<file path="src/rtl/gate_arm_ctrl.sv">
// gate_arm_ctrl: entry gate-arm motor controller.
// Turns the lot FSM status and the gate sensors into registered Up/Down motor
// commands. Provides a safety reverse on obstruction and a sticky fault when
// a motor move does not reach its limit switch in time or the limit switches
// contradict each other.
module gate_arm_ctrl #(
   parameter int unsigned MOTOR_TIMEOUT = 50,
   parameter int unsigned HOLD_TIME     = 20,
   parameter int unsigned CNT_W         = 8
) (
   input  logic clk,
   input  logic rst,
   input  logic Open_1,
   input  logic Full,
   input  logic Closed,
   input  logic Override,
   input  logic Car_Req,
   input  logic Beam,
   input  logic Lim_Up,
   input  logic Lim_Down,
   output logic Up,
   output logic Down,
   output logic Gate_Fault,
   output logic Gate_Busy
);

   typedef enum logic [2:0] {
      S_DOWN_IDLE = 3'd0,
      S_RAISING   = 3'd1,
      S_HELD_UP   = 3'd2,
      S_LOWERING  = 3'd3,
      S_FAULT     = 3'd4
   } state_t;

   localparam logic [CNT_W-1:0] LP_MOTOR_TIMEOUT = CNT_W'(MOTOR_TIMEOUT);
   localparam logic [CNT_W-1:0] LP_HOLD_TIME     = CNT_W'(HOLD_TIME);

   state_t           r_state;
   logic [CNT_W-1:0] r_timer;
   logic             r_up;
   logic             r_down;
   logic             r_fault;
   logic             r_busy;

   state_t           w_next_state;
   logic [CNT_W-1:0] w_timer_next;
   logic [CNT_W-1:0] w_timer_inc;
   logic             w_permit;
   logic             w_sensor_fault;
   logic             w_hold;
   logic             w_motor_expired;
   logic             w_hold_expired;

   // Decode of the raw inputs and the saturating timer increment.
   // Expiry compares the value the timer would take this cycle, so a move
   // that started on edge N faults on edge N+MOTOR_TIMEOUT.
   always_comb begin
      w_permit        = Override | (Car_Req & Open_1 & ~Full & ~Closed);
      w_sensor_fault  = Lim_Up & Lim_Down;
      w_hold          = Beam | Car_Req | Override;
      w_timer_inc     = (r_timer == '1) ? r_timer : r_timer + 1'b1;
      w_motor_expired = (w_timer_inc >= LP_MOTOR_TIMEOUT);
      w_hold_expired  = (w_timer_inc >= LP_HOLD_TIME);
   end

   // Next-state and next-timer selection; every state change clears the timer.
   always_comb begin
      w_next_state = r_state;
      w_timer_next = w_timer_inc;
      if (w_sensor_fault) begin
         // Contradictory limit switches override whatever the arm is doing.
         w_next_state = S_FAULT;
         w_timer_next = '0;
      end else begin
         case (r_state)
            S_DOWN_IDLE: begin
               // Lot status is only honoured here; a car cycle in progress
               // always completes even if Full/Closed rise meanwhile.
               w_timer_next = '0;
               if (w_permit) begin
                  w_next_state = S_RAISING;
               end
            end
            S_RAISING: begin
               if (Lim_Up) begin
                  w_next_state = S_HELD_UP;
                  w_timer_next = '0;
               end else if (w_motor_expired) begin
                  w_next_state = S_FAULT;
                  w_timer_next = '0;
               end
            end
            S_HELD_UP: begin
               if (w_hold) begin
                  w_timer_next = '0;
               end else if (w_hold_expired) begin
                  w_next_state = S_LOWERING;
                  w_timer_next = '0;
               end
            end
            S_LOWERING: begin
               // Obstruction reverse outranks reaching the down limit.
               if (Beam | Override) begin
                  w_next_state = S_RAISING;
                  w_timer_next = '0;
               end else if (Lim_Down) begin
                  w_next_state = S_DOWN_IDLE;
                  w_timer_next = '0;
               end else if (w_motor_expired) begin
                  w_next_state = S_FAULT;
                  w_timer_next = '0;
               end
            end
            S_FAULT: begin
               w_timer_next = '0;
            end
            default: begin
               w_next_state = S_FAULT;
               w_timer_next = '0;
            end
         endcase
      end
   end

   // State, timer and outputs registered together; outputs are decoded from
   // the next state so they line up with the state they describe.
   always_ff @(posedge clk) begin
      if (rst) begin
         r_state <= S_DOWN_IDLE;
         r_timer <= '0;
         r_up    <= 1'b0;
         r_down  <= 1'b0;
         r_fault <= 1'b0;
         r_busy  <= 1'b0;
      end else begin
         r_state <= w_next_state;
         r_timer <= w_timer_next;
         r_up    <= (w_next_state == S_RAISING);
         r_down  <= (w_next_state == S_LOWERING);
         r_fault <= (w_next_state == S_FAULT);
         r_busy  <= (w_next_state != S_DOWN_IDLE);
      end
   end

   assign Up         = r_up;
   assign Down       = r_down;
   assign Gate_Fault = r_fault;
   assign Gate_Busy  = r_busy;

endmodule

</file>
<file path="config.mk">
export PLATFORM = sky130hd
export DESIGN_NAME = gate_arm_ctrl
export DESIGN_NICKNAME = d
export VERILOG_FILES = /design/src/rtl/gate_arm_ctrl.sv
export SDC_FILE = /design/constraint.sdc
export NUM_CORES = 1
export LEC_CHECK = 0
export CAP_MARGIN = 20
export CORE_MARGIN = 5
export CORE_UTILIZATION = 45
export DETAILED_ROUTE_END_ITERATION = 10
export DONT_BUFFER_PORTS = 1
export PLACE_DENSITY = 0.7
export SYNTH_ARGS = -nofsm -noshare
export SYNTH_HDL_FRONTEND = slang
export SYNTH_SLANG_ARGS = --single-unit
</file>
<file path="constraint.sdc">
create_clock -name clk -period 1.9 [get_ports clk]
set_input_delay 0.57 -clock clk [delete_from_list [all_inputs] [get_ports clk]]
set_output_delay 0.57 -clock clk [all_outputs]
set_load 0.005 [all_outputs]
</file>
==> key figures <==
Run status
  • Status: complete, no violations

Final layout
  • Filler cell count: 186
  • Commonest non-fill, non-tap cells in the layout: 16 x nor2_1, 11 x dfxtp_1, 8 x nand2_1, 8 x a21oi_1, 7 x buf_4
  • NumNets Final: 128
  • Footprint of the multi-input gates: 638 um^2
  • Layout Cells excl Fill: 143
  • Most common cell after layout, fill and taps aside: nor2_1
  • Share of cells above drive strength 1: 0.319
  • Diodes inserted: 0
  • Sequential Area: 305 um^2
  • Area growth syn-to-layout: 16.7%

GRT
  • Largest net degree at the start of global routing: 12
  • First-pass GRT wire length: 3310 um
  • Initial antenna violation count: 0
  • Global-route usage over all layers: 0.153
  • Gr ovfl total: 0
  • Vias in the first global route: 765

Clock tree
  • H-tree Lvls: 1
  • CTS tree: done
  • Num CTS Buffers: 3
  • Max Root-Sink Buffers: 2
  • Clk slew on worst S/H paths: 0.10 ns
  • CTS root buf: clkbuf_4
  • Clk_lat worst skew: 0.30 ns
  • Clock sinks: 15

Die
  • Site Rows: 16
  • Die Wd: 55.1 um
  • Core Area: 1940 um^2
  • I/O pins: 14
  • Die extent in y: 55.1 um
  • Die area: 3030 um^2
  • Initial Util: 0.471

Worst setup path
  • Setup CP Type: register to register
  • Worst Path Required: 2.08 ns
  • Worst Setup Start Kind: register
  • Worst Path Arrival: 2.02 ns
  • Worst setup EP type: register
  • Crit-path max FO: 7
  • Crit-path cells: and4_4, nand4_1, a21oi_2, a21boi_4, a31oi_4, nor3b_2
  • CP peak stage delay: 0.47 ns
  • Critical path's slowest cell: dfxtp_1

Routing
  • First drt pass iteration count: 4
  • Antenna Nets Post-Route: 0
  • Routed vias: 833
  • WL final: 2110 um
  • Routed len/inst: 14.8 um
  • Vias per inst: 5.83
  • DRT iter0 DRCs: 20
  • Drc violations: 0

Logic synthesis
  • Sequential fraction of the synthesis area: 0.328
  • Primary FF master, synth: dfxtp_1
  • Number of synthesized flops with an enable pin: 0
  • Synth cell types: 44
  • Synth area leader: dfxtp_1
  • #FFs+latches synth: 15
  • Mean post-synth cell area: 8.47 um^2
  • Synth area leaders: dfxtp_1 33%, nor2_1 6.6%, a21oi_1 4.4%
  • Top cell type's share of synthesized area: 0.328
  • Syn Std Cell Area: 915 um^2
  • Cells after Synth: 108
  • Yosys warnings: 0
  • Fraction of registers with async set/reset: 0

Power
  • P_int: 0.438 mW
  • Net load switching power: 0.165 mW
  • Switch share: 0.274
  • Comb pwr share: 0.108
  • Max VDD drop: 490 uV
  • Clk network pwr share: 0.324
  • PwrDens: 565 nW/um^2
  • Seq pwr share: 0.569
  • Pwr Total: 0.602 mW
  • Leakage: 0.360 nW

Flow run
  • Maxcap violations: 0

Placed design
  • Dpl cells: 138
  • IO buf count: 0
  • GPL Wtd Cong: 0.897
  • DP HPWL: 1480 um

Timing
  • Final Critical Period: 1.84 ns
  • Slew @ Worst Pin: 0.489 ns
  • Max frequency: 544 MHz
  • Setup violators final: 0
  • Relative slew slack: 0.671
  • Clk_skew: 0.0121 ns
  • RSZ-0062 raised after global routing: true
  • Fin. Hold Viols: 0
  • Period utilization: 0.968
  • Max-slew violations: 0

Hold path
  • Hold WC Path Type: input port to register
## cells in the mapped netlist (all sizes together) (2+ instances only)
cell type	count
nor2	16
dfxtp	15
a21oi	9
nand2	8
o21ai	6
a31oi	5
buf	4
nand3	4
nor3	4
mux2	3
a211oi	2
a311oi	2
inv	2
nand4	2
o21a	2
o21bai	2
o31a	2
## logic make-up after synthesis
group / after synthesis / synth area share
multiplexers: 4 / 0.0479
XOR/XNOR: 1 / 0.00958
adder cells (fa/ha/maj): 1 / 0.0137
AND/OR/NAND/NOR: 42 / 0.233
flip-flops: 15 / 0.328
buffers and inverters: 6 / 0.0424
AO/OA/AOI/OAI: 38 / 0.321
other: 1 / 0.00410
## metrics by stage
stage          setup WS [ns]  setup TNS (ns)  area (um^2)   util  hold WS (ns)
2_1_floorplan         0.0299               0          918      -         0.530
3_3_place_gp          0.0215               0          966  0.497         0.557
3_5_place_dp         -0.0176         -0.0243          966  0.497         0.565
4_1_cts               0.0150               0          998  0.514         0.321
5_1_grt              -0.0387          -0.105         1070  0.550         0.312
6_report              0.0603               0         1070  0.550         0.328
## final timing paths
path | from | end | slack, ns | cells past startpoint
setup / recovery | r_timer[4] | Up | 0.06 | 6
hold / removal | rst | Gate_Fault | 0.33 | 1
setup reg to reg | r_timer[4] | Up | 0.06 | 6
hold reg to reg | r_timer[3] | r_timer[3] | 0.57 | 1
## metal layers
metal	global-route usage	wire (um)	share of wire	up-vias
met4	0.0607	55	0.026	0
met2	0.238	1030	0.49	24
met1	0.195	939	0.44	385
li1	-	-	-	417
met3	0.0483	91	0.043	7
met5	0	0	0	-
## worst max-delay path: cells and delay by family, from the launching register on
kind	cells	cell delay, ns
AO/OA/AOI/OAI	3	0.67
flip-flops	1	0.47
AND/OR/NAND/NOR	3	0.58
## repair_timing
action,CTS,global route
buffers inserted,0,1
setup endpoints to repair,3,7
gates resized for setup,1,12
hold buffers,0,0
pin swaps,0,9
gates cloned,0,0
## state kept, by name, summed over array words and instances, names as in the netlist
| name | flops |
|---|---|
| Down | 1 |
| Gate_Busy | 1 |
| Gate_Fault | 1 |
| Up | 1 |
| r_state | 3 |
| r_timer | 8 |
## power by group through the flow
| stage | Sequential (mW) | Combinational [mW] | Clock, mW |
|---|---|---|---|
| floorplan | 0.342 | 0.0520 | 0 |
| global placement | 0.349 | 0.0536 | 0 |
| detailed placement | 0.349 | 0.0542 | 0 |
| CTS | 0.342 | 0.0545 | 0.206 |
| global route | 0.345 | 0.0717 | 0.218 |
| finish | 0.343 | 0.0648 | 0.195 |
## final cells by class
| cell class | instances | area share |
|---|---|---|
| Sequential cell | 15 | 0.286 |
| Timing Repair Buffer | 7 | 0.0492 |
| Inverter | 2 | 0.00703 |
| Tap cell | 27 | 0.0317 |
| Multi-Input combinational cell | 88 | 0.598 |
| Clock inverter | 1 | 0.00703 |
| Clock buffer | 3 | 0.0211 |
Power figures use the tool's default switching activity.
==> edit 1: new RTL, same flow settings <==
The 5 states of `state_t` get a one-hot encoding in 5 bits.
--- a/src/rtl/gate_arm_ctrl.sv
+++ b/src/rtl/gate_arm_ctrl.sv
@@ -26,8 +26,8 @@
 
-   typedef enum logic [2:0] {
-      S_DOWN_IDLE = 3'd0,
-      S_RAISING   = 3'd1,
-      S_HELD_UP   = 3'd2,
-      S_LOWERING  = 3'd3,
-      S_FAULT     = 3'd4
+   typedef enum logic [4:0] {
+      S_DOWN_IDLE = 5'b00001,
+      S_RAISING   = 5'b00010,
+      S_HELD_UP   = 5'b00100,
+      S_LOWERING  = 5'b01000,
+      S_FAULT     = 5'b10000
    } state_t;
Formal check against the unedited RTL: same outputs for any inputs over 10 cycles, from zero or initial values and one cycle with rst high; not proved beyond that.
==> edit 1 against the original RTL <==
  * Cell count increased by 16%
  * Global-route usage increased by 0.35 points
  * Power increased by 7.0%
  * Final area increased by 14%
  * Clock skew decreased by 0.0095 ns
  * Wire length increased by 32%
  * Sequential cell count increased by 2
  * Synthesized area increased by 15%
  * Count of clock-buffer cells in the layout unchanged
  * Setup slack got worse by 0.023 ns
  * Utilization increased by 0.073 points
  * Highest routed layer unchanged
==> edit 1: results (changes against the original RTL) <==
cp.arrival_ns: 2.08  # was 2.02 ns
cts_setup_buffers: 0  # unchanged
skew_ns: 0.002562  # was 0.01210 ns
synthXorXnorAreaFrac_pct: 2.506  # was 0.9576%
grt_usage_pct: 15.65  # was 15.30%
fillCellCount: 205  # was 186
p_sw_share_pct: 26.68  # was 27.37%
multi_input_area_share_pct: 57.86  # was 59.79%
numPortBuffers: 0  # unchanged
buffer_area_share_pct: 8.016  # was 4.924%
fin_cells: 166  # was 143
drt_iter0_markers: 61  # was 20
diodes: 0  # unchanged
synth.mux.area_fraction_pct: 1.909  # was 4.788%
gp_congestion: 0.8679  # was 0.8968
worst_r2r_endpoint: "r_timer[2]$_SDFF_PP0_"  # was Up$_SDFF_PP0_
critPathMaxStageDelay_ns: 0.35  # was 0.47 ns
die_x_um: 58.27  # was 55.09 um
ys_seq_elements: 17  # was 15
clock_area_share_pct: 2.467  # was 2.814%
clock_latency_ns: 0.30  # about the same
hold_path.class: "in2reg"  # unchanged
hpwl_mm: 1.890  # was 1.477 mm
place_ws_ns: -0.04340  # was -0.01759 ns
synth_common_cells: "17 x dfxtp_1, 15 x nor2_1, 13 x a21oi_1"  # was 16 x nor2_1, 15 x dfxtp_1, 8 x a21oi_1, 8 x nand2_1, 6 x o21ai_0
inv_count: 1  # was 2
holdWs_ns: 0.3249  # was 0.3279 ns
endpoint: "r_timer[2]$_SDFF_PP0_"  # was Up$_SDFF_PP0_
synth-compound-area-share_pct: 26.37  # was 32.15%
reg2reg_depth: 6  # unchanged
synthAdderAreaFrac_pct: 1.193  # was 1.368%
fin_ws_ns: 0.03721  # was 0.06033 ns
synthTopCellsByArea: "dfxtp_1 32%, a21oi_1 6.2%, nor2_1 5.4%, nand3_1 4.8%, buf_6 3.2%"  # was dfxtp_1 33%, nor2_1 6.6%, a21oi_1 4.4%, mux2_2 3.7%, a31oi_1 3.4%
cts_resized: 2  # was 1
nets: 150  # was 128
synthCells: 127  # was 108
buffers_excl_clock: 13  # was 7
routed_wl_mm: 2.797  # was 2.112 mm
multiInputCombCellCount: 103  # was 88
ir_drop_mv: 0.5657  # was 0.4905 mV
outcome: "finished clean"  # unchanged
grt_pass1_vias: 981  # was 765
drive_above_1_share_pct: 28.99  # was 31.90%
seq_share_pct: 28.47  # was 28.61%
synth.distinct_cells: 48  # was 44
place_area_mm2: 0.001102  # was 965.9 um^2
path_clk_slew_ns: 0.11
place_inst: 158  # was 138
p_leak_nw: 0.4239  # was 0.3599 nW
cpMaxStageDelayCell: "dfxtp_2"  # was dfxtp_1
critPathLaunch: "r_timer[0]$_SDFF_PP0_"  # was r_timer[4]$_SDFF_PP0_
fin_area_mm2: 0.001217  # was 0.001067 mm^2
min_from: "rst"  # unchanged
viasPerCell: 6.404  # was 5.825
critPathMaxFanout: 5  # was 7
ys_seq_area_share_pct: 32.46  # was 32.83%
reg_top3: "r_timer: 8 flops, r_state: 5 flops"  # was r_timer: 8 flops, r_state: 3 flops
grt_pass1_wl_mm: 4.188  # was 3.305 mm
-- edit 1: cell types whose count changed in the layout (fill, tap and decap cells not counted), sizes merged, moves of 3 or more --
cell | unedited run | this run
nand3 | 4 | 10
nand2 | 8 | 5
mux2 | 3 | 0
buf | 7 | 13
and3 | 1 | 5
a21oi | 9 | 14
-- edit 1: per-layer routing --
layer / track usage, % / vias up / part of all wire, %
met5: 0 / - / 0
met2: 24.56 / 51 / 46
li1: - / 499 / -
met3: 5.568 / 16 / 7.2
met1: 20.03 / 497 / 43
met4: 4.636 / 0 / 4.1
-- edit 1: power groups by stage --
stage / clock network [mW] / logic (mW) / registers [mW]
after floorplan: 0 / 0.0370 / 0.385
after global placement: 0 / 0.0424 / 0.387
after detailed placement: 0 / 0.0438 / 0.388
after CTS: 0.211 / 0.0440 / 0.380
after global routing: 0.224 / 0.0606 / 0.382
final: 0.208 / 0.0555 / 0.381
==> edit 2: new RTL, same settings <==
Made on the original files. The parameter `CNT_W` goes from 8 to 10.
--- a/src/rtl/gate_arm_ctrl.sv
+++ b/src/rtl/gate_arm_ctrl.sv
@@ -8,3 +8,3 @@
    parameter int unsigned HOLD_TIME     = 20,
-   parameter int unsigned CNT_W         = 8
+   parameter int unsigned CNT_W         = 10
 ) (
Formal check against the unedited RTL: same outputs for any inputs over 10 cycles, from zero or initial values and one cycle with rst high; that may be too few to reach the edited logic, so the function may still have changed.
==> edit 2 against the original RTL <==
  * Synthesized area increased by 9.7%
  * Clock skew decreased by 0.0073 ns
  * Sequential share of layout area decreased by 3.4 points
  * Critical path type unchanged
  * Wire length increased by 37%
  * Sequential cell count increased by 2
  * The flow now finishes with violations (setup timing)
  * Sequential power increased by 13%
  * Setup slack got worse by 0.12 ns
  * Final area increased by 28%
  * Power increased by 8.6%
  * Combinational power increased by 13%
==> edit 2: results (changes against the original RTL) <==
outcome: "complete, but fails checks"  # was finished clean
violations: "setup timing"
hpwl_mm: 1.937  # was 1.477 mm
path_clk_slew_ns: 0.09
grt_usage_pct: 18.39  # was 15.30%
fin_ws_ns: -0.05471  # was 0.06033 ns
ys_warn_count: 0  # unchanged
drv_cap: 0  # unchanged
intPower_mw: 0.4902  # was 0.4376 mW
hold_depth: 2  # was 1
async_reset_ff_share_pct: 0  # unchanged
hold-path-endpoint: "r_state[2]$_SDFF_PP0_"  # was Gate_Fault$_SDFF_PP0_
ir_drop_mv: 0.3011  # was 0.4905 mV
synth.distinct_cells: 52  # was 44
p_leak_nw: 0.5205  # was 0.3599 nW
cts_buffers: 3  # unchanged
ys_seq_area_share_pct: 33.92  # was 32.83%
cts_max_level: 1  # unchanged
critPathMaxFanout: 6  # was 7
cp-end-kind: "flop"  # unchanged
reg_top3: "r_timer: 10 flops, r_state: 3 flops"  # was r_timer: 8 flops, r_state: 3 flops
synth_ff_type: "dfxtp_1"  # unchanged
synth_common_cells: "17 x dfxtp_1, 8 x a21oi_1, 8 x nand2_1, 8 x nor2_1, 4 x nand3_1"  # was 16 x nor2_1, 15 x dfxtp_1, 8 x a21oi_1, 8 x nand2_1, 6 x o21ai_0
grt_max_degree: 10  # was 12
reg2reg_depth: 11  # was 6
holdWs_ns: 0.4675  # was 0.3279 ns
worst_r2r_endpoint: "r_timer[0]$_SDFF_PP0_"  # was Up$_SDFF_PP0_
numPortBuffers: 0  # unchanged
grt_antenna_before_repair: 0  # unchanged
grt_pass1_wl_mm: 4.574  # was 3.305 mm
nets: 157  # was 128
gp_congestion: 0.8427  # was 0.8968
cts_root_buf: "clkbuf_4"  # unchanged
reg2reg_from: "r_timer[0]$_SDFF_PP0_"  # was r_timer[4]$_SDFF_PP0_
ctsLongestPathBuffers: 2  # unchanged
drive_above_1_share_pct: 41.38  # was 31.90%
first_pass_iters: 4  # unchanged
synthTopCellsByArea: "dfxtp_1 34%, a21oi_1 4.0%, nor4_2 3.7%, nand2_1 3.0%, nor2_1 3.0%"  # was dfxtp_1 33%, nor2_1 6.6%, a21oi_1 4.4%, mux2_2 3.7%, a31oi_1 3.4%
place_ws_ns: -0.1482  # was -0.01759 ns
routed_wl_mm: 2.894  # was 2.112 mm
fin_tns_setup_ns: -0.09498  # was 0 ns
clock_latency_ns: 0.29
min_from: "rst"  # unchanged
hold_path.class: "in2reg"  # unchanged
grt_pass1_vias: 1001  # was 765
diodes: 0  # unchanged
skew_ns: 0.004809  # was 0.01210 ns
viasPerCell: 5.850  # was 5.825
worstSetupStartpointType: "flop"  # unchanged
place_area_mm2: 0.001209  # was 965.9 um^2
fillCellCount: 197  # was 186
cp.arrival_ns: 2.12  # was 2.02 ns
drt_iter0_markers: 30  # was 20
setup_viol_count_final: 4  # was 0
edit 2: logic make-up after synthesis:
group,Yosys count,share of synthesized area [%]
mux,2,3.242
simple gates,45,27.56
buf+inv,10,4.862
fa+ha+maj,1,1.247
flops,17,33.92
xor+xnor,3,2.619
compound gates,34,26.19
other cells,1,0.3737
edit 2: area by class of cell:
type                            count  area (um^2)  share of cell area (%)
Multi-Input combinational cell     89        703.2                   51.51
Sequential cell                    17        344.1                   25.21
Timing Repair Buffer               31        240.2                   17.60
Tap cell                           28        35.03                   2.566
Clock buffer                        4        26.28                   1.925
Inverter                            4        16.27                   1.192
edit 2: power groups by stage:
stage	sequential, mW	clock [mW]	combinational [mW]
2_1_floorplan	0.392	0	0.0475
3_3_place_gp	0.395	0	0.0667
3_5_place_dp	0.395	0	0.0669
4_1_cts	0.387	0.202	0.0683
5_1_grt	0.389	0.218	0.0803
6_report	0.387	0.194	0.0732
edit 2: worst max-delay path, stage by stage, from the launching register on:
cell and delay (ns):
dfxtp_2 0.37, ha_4 0.17, nand4_1 0.15, nor4_4 0.26, buf_4 0.17, buf_4 0.09
buf_4 0.09, buf_4 0.10, buf_4 0.10, buf_4 0.10, xor2_2 0.15, nor3_2 0.06
edit 2: what timing repair did:
item | CTS | global route
setup buffers | 5 | 3
pin swaps | 3 | 3
endpoints found under the setup margin | 11 | 12
resized for setup | 8 | 7
edit 2: routing by layer:
metal	vias up	GRT usage (%)	routed length, um
met4	0	12.25	106
met5	-	0	0
met2	29	30.83	1458
met1	481	20.33	1184
met3	11	4.751	144
li1	491	-	-
edit 2: through the flow:
step | std cells | util, %
2_1_floorplan | 116 | -
3_3_place_gp | 161 | 55.71
3_5_place_dp | 161 | 55.71
4_1_cts | 170 | 60.27
5_1_grt | 173 | 62.92
6_report | 173 | 62.92
